### config.mk
export PLATFORM = sky130hd
export DESIGN_NAME = uart_rx_param
export DESIGN_NICKNAME = d
export VERILOG_FILES = /design/src/rtl/uart_rx_param.sv
export SDC_FILE = /design/constraint.sdc
export NUM_CORES = 1
export LEC_CHECK = 0
export ABC_AREA = 1
export CAP_MARGIN = 5
export CORE_AREA = 2 2 62 64
export DETAILED_ROUTE_END_ITERATION = 8
export DIE_AREA = 0 0 64 66
export PLACE_DENSITY = 0.78
export SKIP_LAST_GASP = 1
export SYNTH_ARGS = -nofsm -noshare
export SYNTH_HDL_FRONTEND = slang
export SYNTH_SLANG_ARGS = --single-unit
export TNS_END_PERCENT = 30
### constraint.sdc
create_clock -name clk -period 4.27 [get_ports clk]
set_input_delay 0.6405 -clock clk [delete_from_list [all_inputs] [get_ports clk]]
set_output_delay 0.6405 -clock clk [all_outputs]
set_load 0.01 [all_outputs]
### src/rtl/uart_rx_param.sv
// Parametrised UART receiver: 2-flop synchroniser, mid-bit sampling, parity/framing/overrun flags, rdy/clr_rdy handshake.
// Optional UART_RX_FIFO_EN buffers completed words in a FIFO_DEPTH-entry first-word-fall-through FIFO.
module uart_rx_param #(
  parameter int CLK_PER_BIT = 108,
  parameter int DATA_BITS   = 8,
  parameter int PARITY_MODE = 0,
  parameter int STOP_BITS   = 1,
  parameter int FIFO_DEPTH  = 4
) (
  input  logic                 clk,
  input  logic                 rst,
  input  logic                 RX,
  input  logic                 clr_rdy,
  output logic [DATA_BITS-1:0] cmd,
  output logic                 rdy,
  output logic                 par_err,
  output logic                 frm_err,
  output logic                 ovr,
  output logic                 busy
);
  localparam int CNT_W = $clog2(CLK_PER_BIT);
  localparam int BIT_W = $clog2(DATA_BITS + 1);
  localparam logic [CNT_W-1:0] HALF_LOAD = CNT_W'(CLK_PER_BIT / 2 - 1);
  localparam logic [CNT_W-1:0] FULL_LOAD = CNT_W'(CLK_PER_BIT - 1);
  localparam logic [BIT_W-1:0] LAST_BIT  = BIT_W'(DATA_BITS - 1);
  localparam logic             LAST_STOP = 1'(STOP_BITS - 1);
  localparam logic             ODD_PAR   = (PARITY_MODE == 2);

  if (CLK_PER_BIT < 8 || DATA_BITS < 5 || DATA_BITS > 9 || PARITY_MODE < 0 || PARITY_MODE > 2 ||
      STOP_BITS < 1 || STOP_BITS > 2 || FIFO_DEPTH < 2 || (FIFO_DEPTH & (FIFO_DEPTH - 1)) != 0) begin : g_bad_params
    $error("uart_rx_param: illegal parameter combination");
  end

  typedef enum logic [2:0] {IDLE, START, DATA, PARITY, STOP} state_t;

  logic                 sync1_q, rx_s_q;
  state_t               state_q, state_d;
  logic [CNT_W-1:0]     baud_q, baud_d;
  logic [BIT_W-1:0]     bit_q, bit_d;
  logic [DATA_BITS-1:0] shift_q, shift_d;
  logic                 par_pend_q, par_pend_d;
  logic                 frm_pend_q, frm_pend_d;
  logic                 stop_q, stop_d;
  logic                 strobe, done, done_par, done_frm;

  always_ff @(posedge clk or posedge rst) begin
    if (rst) begin
      sync1_q <= 1'b1;
      rx_s_q  <= 1'b1;
    end else begin
      sync1_q <= RX;
      rx_s_q  <= sync1_q;
    end
  end

  assign strobe   = (state_q != IDLE) && (baud_q == '0);
  assign done_par = par_pend_q;
  // The final stop bit's framing check is folded in combinationally so the word loads on the completing strobe.
  assign done_frm = frm_pend_q | ~rx_s_q;
  assign busy     = (state_q != IDLE);

  always_ff @(posedge clk or posedge rst) begin
    if (rst) begin
      state_q    <= IDLE;
      baud_q     <= '0;
      bit_q      <= '0;
      shift_q    <= '0;
      par_pend_q <= 1'b0;
      frm_pend_q <= 1'b0;
      stop_q     <= 1'b0;
    end else begin
      state_q    <= state_d;
      baud_q     <= baud_d;
      bit_q      <= bit_d;
      shift_q    <= shift_d;
      par_pend_q <= par_pend_d;
      frm_pend_q <= frm_pend_d;
      stop_q     <= stop_d;
    end
  end

  always_comb begin
    state_d    = state_q;
    baud_d     = baud_q;
    bit_d      = bit_q;
    shift_d    = shift_q;
    par_pend_d = par_pend_q;
    frm_pend_d = frm_pend_q;
    stop_d     = stop_q;
    done       = 1'b0;
    if (state_q != IDLE) begin
      baud_d = strobe ? FULL_LOAD : baud_q - 1'b1;
    end
    case (state_q)
      IDLE: begin
        if (!rx_s_q) begin
          state_d = START;
          baud_d  = HALF_LOAD;
        end
      end
      START: begin
        if (strobe) begin
          if (rx_s_q) begin
            state_d = IDLE;
          end else begin
            state_d    = DATA;
            bit_d      = '0;
            par_pend_d = 1'b0;
            frm_pend_d = 1'b0;
            stop_d     = 1'b0;
          end
        end
      end
      DATA: begin
        if (strobe) begin
          shift_d = {rx_s_q, shift_q[DATA_BITS-1:1]};
          bit_d   = bit_q + 1'b1;
          if (bit_q == LAST_BIT) begin
            state_d = (PARITY_MODE != 0) ? PARITY : STOP;
          end
        end
      end
      PARITY: begin
        if (strobe) begin
          par_pend_d = ((^shift_q) ^ rx_s_q) != ODD_PAR;
          state_d    = STOP;
        end
      end
      STOP: begin
        if (strobe) begin
          if (!rx_s_q) frm_pend_d = 1'b1;
          if (stop_q == LAST_STOP) begin
            done    = 1'b1;
            state_d = IDLE;
          end else begin
            stop_d = stop_q + 1'b1;
          end
        end
      end
      default: state_d = IDLE;
    endcase
  end

`ifdef UART_RX_FIFO_EN
  localparam int AW = $clog2(FIFO_DEPTH);

  typedef struct packed {
    logic [DATA_BITS-1:0] data;
    logic                 perr;
    logic                 ferr;
  } entry_t;

  entry_t      mem_q [FIFO_DEPTH];
  logic [AW:0] wr_q, rd_q;
  logic        ovr_q, empty, full, pop, push;

  assign empty = (wr_q == rd_q);
  assign full  = (wr_q[AW] != rd_q[AW]) && (wr_q[AW-1:0] == rd_q[AW-1:0]);
  assign pop   = clr_rdy && !empty;
  // A pop in the same cycle frees a slot, so a full FIFO still accepts the completing word.
  assign push  = done && (!full || pop);

  always_ff @(posedge clk or posedge rst) begin
    if (rst) begin
      for (int i = 0; i < FIFO_DEPTH; i++) mem_q[i] <= '0;
      wr_q  <= '0;
      rd_q  <= '0;
      ovr_q <= 1'b0;
    end else begin
      if (push) begin
        mem_q[wr_q[AW-1:0]] <= '{shift_q, done_par, done_frm};
        wr_q                <= wr_q + 1'b1;
      end
      if (pop) rd_q <= rd_q + 1'b1;
      if (done && full && !pop) ovr_q <= 1'b1;
      else if (pop && !push)    ovr_q <= 1'b0;
    end
  end

  assign cmd     = mem_q[rd_q[AW-1:0]].data;
  assign par_err = mem_q[rd_q[AW-1:0]].perr;
  assign frm_err = mem_q[rd_q[AW-1:0]].ferr;
  assign rdy     = !empty;
  assign ovr     = ovr_q;
`else
  logic [DATA_BITS-1:0] cmd_q, cmd_d;
  logic                 rdy_q, rdy_d, perr_q, perr_d, ferr_q, ferr_d, ovr_q, ovr_d;

  always_ff @(posedge clk or posedge rst) begin
    if (rst) begin
      cmd_q  <= '0;
      rdy_q  <= 1'b0;
      perr_q <= 1'b0;
      ferr_q <= 1'b0;
      ovr_q  <= 1'b0;
    end else begin
      cmd_q  <= cmd_d;
      rdy_q  <= rdy_d;
      perr_q <= perr_d;
      ferr_q <= ferr_d;
      ovr_q  <= ovr_d;
    end
  end

  // A completion arriving with the acknowledge in the same cycle replaces the word instead of overrunning.
  always_comb begin
    cmd_d  = cmd_q;
    rdy_d  = rdy_q;
    perr_d = perr_q;
    ferr_d = ferr_q;
    ovr_d  = ovr_q;
    if (clr_rdy && rdy_q) begin
      rdy_d  = 1'b0;
      perr_d = 1'b0;
      ferr_d = 1'b0;
      ovr_d  = 1'b0;
    end
    if (done) begin
      if (rdy_q && !clr_rdy) begin
        ovr_d = 1'b1;
      end else begin
        cmd_d  = shift_q;
        perr_d = done_par;
        ferr_d = done_frm;
        rdy_d  = 1'b1;
      end
    end
  end

  assign cmd     = cmd_q;
  assign rdy     = rdy_q;
  assign par_err = perr_q;
  assign frm_err = ferr_q;
  assign ovr     = ovr_q;
`endif

endmodule

* Yosys cells after proc, flatten, opt, wreduce, memory -nomap -nowiden
Index checks and enable logic that the tools add are counted.
** Operators by class
- Bitwise operators :: 4
- $add $sub $neg :: 3
- Mux-type cells :: 42
- Reduce and logical (&&, ||, !) cells :: 18
- Equal/unequal tests :: 14
** Operators with widths (number)
- $mux W7 :: 4
- $mux W1 :: 22
- $mux W3 :: 7
- $ne A2 B2 Y1 const B :: 9
- $pmux W3 S5 :: 1
- $mux W4 :: 3
- $reduce_and A4 Y1 :: 3
- $pmux W4 S2 :: 1
- $reduce_xor A8 Y1 :: 1
- $logic_not A7 Y1 :: 1
- $reduce_and A7 Y1 :: 1
- $sub A7 B1 Y7 const B :: 1
- $eq A3 B2 Y1 const B :: 2
- $pmux W1 S2 :: 3
- $reduce_bool A2 Y1 :: 3
- $reduce_and A5 Y1 :: 1
- $add A4 B1 Y4 const B :: 1
- $eq A4 B3 Y1 const B :: 1
- $reduce_and A2 Y1 :: 2
- $eq A3 B1 Y1 const B :: 1
- $eq A3 B3 Y1 const B :: 1
- $logic_and A1 B1 Y1 :: 3
- $logic_not A3 Y1 :: 1
- $reduce_bool A3 Y1 :: 1
- other kinds (6) :: 7
** Word-level totals
- Word-level logic and storage cells :: 95
- Output and inout bits :: 13
- Input bits :: 4
- Register bits after elaboration :: 39

* Longest topological paths before layout
- Word-level depth :: 6
- Gate-level depth with buffers :: 11
- Gate-level depth less buffers :: 11

* Worst setup path before layout
No wires, ideal clock.
- Path type :: reg-to-reg
- Start point :: reg baud_q[0]
- End point :: reg ferr_q, in the netlist frm_err
- Setup time :: 0.119 ns
- Period minus slack after synthesis :: 1.463 ns
- Arrival time :: 1.344 ns
- Cell stages (with the launch flop) :: 11
- Slack :: 2.807 ns
- Path buffers :: 1
- Data required time :: 4.151 ns
- Cells stage by stage :: dfrtp_1 -> inv_1 -> ha_1 -> inv_1 -> nor2_2 -> nand2_8 -> inv_8 -> nand3_4 -> buf_6 -> nand3_2 -> o21ai_2
** On the way
- Longest elaborated chain between the ends :: 5
** Ends and longest elaborated chain
- start: declaration :: RTL line 38 : logic [CNT_W-1:0] baud_q, baud_d;
- start signal: assignment :: RTL line 73 : baud_q <= baud_d;
- $logic_not A7 Y1 :: RTL line 56 : assign strobe = (state_q != IDLE) && (baud_q == '0);
- $logic_and A1 B1 Y1 :: RTL line 56
- $mux W1 :: RTL line 130 : if (strobe) begin
- $mux W1 :: RTL line 94 : case (state_q)
- $mux W1 :: RTL line 218 : if (done) begin
- net ferr_d :: RTL line 187 : logic rdy_q, rdy_d, perr_q, perr_d, ferr_q, ferr_d, ovr_q, ovr_d;
- end signal: assignment :: RTL line 200 : ferr_q <= ferr_d;
- end: declaration :: RTL line 187
The timed path passes the listed nets, and every way through them passes these cells.
A chain may end at the register's enable or synchronous reset.

* Worst setup path in the final report
- Start point :: reg state_q[1]
- End point :: out busy
** On the way
- Longest elaborated chain between the ends :: 1
** Ends and longest elaborated chain
- start: declaration :: RTL line 37 : state_t state_q, state_d;
- start signal: assignment :: RTL line 72 : state_q <= state_d;
- $reduce_bool A3 Y1 :: RTL line 60 : assign busy = (state_q != IDLE);
- end: declaration :: RTL line 19 : output logic busy
Every way passes these cells.

==> run_results.csv <==
group,metric,value,unit
placement,placed_cell_area,2280,um2
global_route,grt_max_degree,39,
worst_setup_path,max_stage_delay,0.56,ns
yosys,synth_seq_cells,38,
power,p_int,480,uW
clock_tree,cts_made_buffers,5,
final_layout,fill_cells,288,
global_route,antenna_found_initial,0,
sta,rsz0062_at_grt,"false",
power,p_total,610,uW
floorplanning,num_io_pins,17,
power,power.share.clock,37.9,%
outcome,status,"finished clean",
sta,relSlewSlack,68.0,%
clock_tree,cts_hold_buf,0,
placement,gp_congestion,0.836,
worst_setup_path,slowest_stage,"clkdlybuf4s50_1",
yosys,synth_area_per_cell,9.33,um2
floorplanning,coreArea,3550,um2
clock_tree,cts.sinks,38,
global_route,overflow,0,
drt,firstDrtPassIters,4,
global_route,grt_usage,19.2,%
floorplanning,dieHeight,66,um
clock_tree,cts_tree,"built",
placement,dp_hpwl,2550,um
floorplanning,initial_utilization,59.1,%
final_layout,area_delta_synth_final,12.6,%
final_layout,utilization,66.6,%
clock_tree,cts_setup_buffers,0,
sta,setup_viol_count_final,0,
min_path,hp-class,"reg2reg",
sta,fin_crit,2.26,ns
power,combPwrFrac,2.6,%
sta,postLayoutSetupSlackWorst,2.01,ns
clock_tree,cts_buffer_depth,2,
clock_tree,clk_latency,0.34,ns
run,drv_cap,0,
drt,drc,0,
drt,viasPerCell,4.94,
worst_setup_path,worstPathCellList,"inv_2, nand3_4, clkdlybuf4s50_1",
sta,finClkSkew,0.00305,ns
power,power.switching,130,uW
drt,routed_wl,3430,um
worst_setup_path,endpoint_kind,"output port",
worst_setup_path,critPathBufInv,2,
final_layout,antenna_cells,0,
clock_tree,cts.repair.resized,0,
yosys,ys_seq_area_share,45.4,%
power,power_density,258,nW/um2
floorplanning,dieArea,4220,um2
power,p_leak,1.08,nW
final_layout,final_layout_size_suffix_gt1_share,32.4,%
sta,period_share,52.8,%
yosys,syn_inst,225,
placement,dp.cells,287,
yosys,ys_types,32,
global_route,grt_pass1_wl,6280,um
global_route,first_global_vias,1448,
worst_setup_path,path_class,"reg2out",
drt,wire_per_inst,11.6,um
clock_tree,htreeDepth,2,
worst_setup_path,crit_family,"buffers and inverters",
drt,ant_nets,0,
worst_setup_path,crit_fanout,5,
yosys,synth-warning-count,0,
yosys,synthesis.area,2100,um2
sta,fmaxAchievable,443,MHz
worst_setup_path,cp.required,3.63,ns
placement,numPortBuffers,16,
placement,pre_cts_ws,2.36,ns
clock_tree,clock-root-buffer,"clkbuf_4",
power,seq_power_share,59.5,%
sta,holdWs,0.362,ns
final_layout,layout.cells.non_filler,295,
drt,vias,1456,
drt,first_iter_violations,87,
sta,tightest_slew,0.479,ns
power,switching_share,21.4,%
floorplanning,die_w,64,um
floorplanning,std_cell_rows,22,
sta,slew_violations,0,
worst_setup_path,cp-start-kind,"register",
final_layout,fin_nets,252,
sta,tns,0,ns
final_layout,postLayoutCellArea,2360,um2
sta,hold_violations,0,
power,vdd_drop_max,0.000165,V
worst_setup_path,worstPathArrival,1.62,ns
clock_tree,clk_pin_slew,0.11,ns
yosys,synth_nets,231,
-- worst paths after layout --
| path | from | end | slack [ns] | cells after the start |
|---|---|---|---|---|
| max | state_q[1] | busy | 2.01 | 3 |
| min | sync1_q | rx_s_q | 0.36 | 0 |
| max reg2reg | baud_q[0] | par_err | 2.55 | 9 |
| min reg2reg | sync1_q | rx_s_q | 0.36 | 0 |
| max in group asynchronous | rst | sync1_q | 3.22 | 3 |
| min in group asynchronous | rst | cmd[0] | 0.69 | 3 |
-- metal layers --
layer / global-route usage, % / share of wire [%] / vias to the layer above
li1: - / - / 764
met1: 24.3 / 49 / 670
met2: 31.3 / 46 / 16
met3: 5.11 / 3.1 / 6
met4: 7.34 / 1.5 / 0
met5: 0 / 0 / -
-- flip-flops by register name, indices dropped and copies added, names as in the netlist --
name / flops
rdy: 1
bit_q: 4
frm_err: 1
sync1_q: 1
baud_q: 7
rx_s_q: 1
par_err: 1
ovr: 1
done_par: 1
cmd: 8
frm_pend_q: 1
state_q: 3
shift_q: 8
-- power groups by stage --
stage / Clock, mW / Combinational, mW / Sequential (mW)
6_report: 0.231 / 0.0156 / 0.363
5_1_grt: 0.249 / 0.0177 / 0.363
3_3_place_gp: 0 / 0.0162 / 0.370
3_5_place_dp: 0 / 0.0164 / 0.370
4_1_cts: 0.236 / 0.0164 / 0.363
2_1_floorplan: 0 / 0.00853 / 0.370
-- cell type report --
type                       instances  area, um2  share of cell area, %
timing repair buffer              17        168                   7.09
clock buffer                       8       78.8                   3.34
multi-input combinational        153        972                   41.1
sequential                        38        953                   40.3
tap                               48       60.1                   2.54
inverter                          31        131                   5.56
-- cells in the mapped netlist --
cell | number | area share, %
nand2_1 | 54 | 9.7
dfrtp_1 | 36 | 43
o21ai_2 | 20 | 8.3
inv_1 | 19 | 3.4
nand2_2 | 17 | 5.1
nand3_1 | 12 | 2.9
inv_2 | 9 | 1.6
o21ai_1 | 7 | 1.7
nor2_1 | 6 | 1.1
o21ai_0 | 5 | 1.2
nand3_2 | 4 | 1.9
nand2_4 | 3 | 1.6
nor2_2 | 3 | 0.89
nor2_4 | 3 | 1.6
nor3_1 | 3 | 0.71
xor2_1 | 3 | 1.3
buf_6 | 2 | 1.1
dfstp_2 | 2 | 2.5
ha_1 | 2 | 1.2
nand2_8 | 2 | 1.9
nand3_4 | 2 | 1.7
buf_12 | 1 | 0.95
clkinv_4 | 1 | 0.42
inv_4 | 1 | 0.30
inv_8 | 1 | 0.54
nand3b_1 | 1 | 0.36
nand4_1 | 1 | 0.30
nor2_8 | 1 | 0.95
nor3_4 | 1 | 0.77
o22ai_1 | 1 | 0.30
o311ai_1 | 1 | 0.42
o31ai_2 | 1 | 0.60
-- worst register-to-register path, cell delays in order (launching register included) --
cell and delay [ns]:
dfrtp_1 0.39, inv_1 0.10, ha_1 0.19, inv_1 0.06, nor2_2 0.18, nand2_8 0.10, inv_8 0.11, nand3_4 0.27
nand3_2 0.16, o21ai_2 0.06
-- placed cells by master (no fill, tap or decap), types with 6 or more instances in the layout --
master           count
clkdlybuf4s50_1     16
dfrtp_1             36
inv_1               19
inv_2                9
nand2_1             54
nand2_2             17
nand3_1             12
nor2_1               6
o21ai_1              7
o21ai_2             20
-- kinds of logic after synthesis --
group                      count (synthesis)  share of synthesized area (%)
adders and majority gates                  2                           1.19
buffers and inverters                     34                           8.28
AOI/OAI and AO/OA                         35                           12.5
xor gates and xnor gates                   3                           1.25
DFF                                       38                           45.4
and+or+nand+nor                          113                           31.3
No activity file was read; power rests on OpenSTA's default activity.
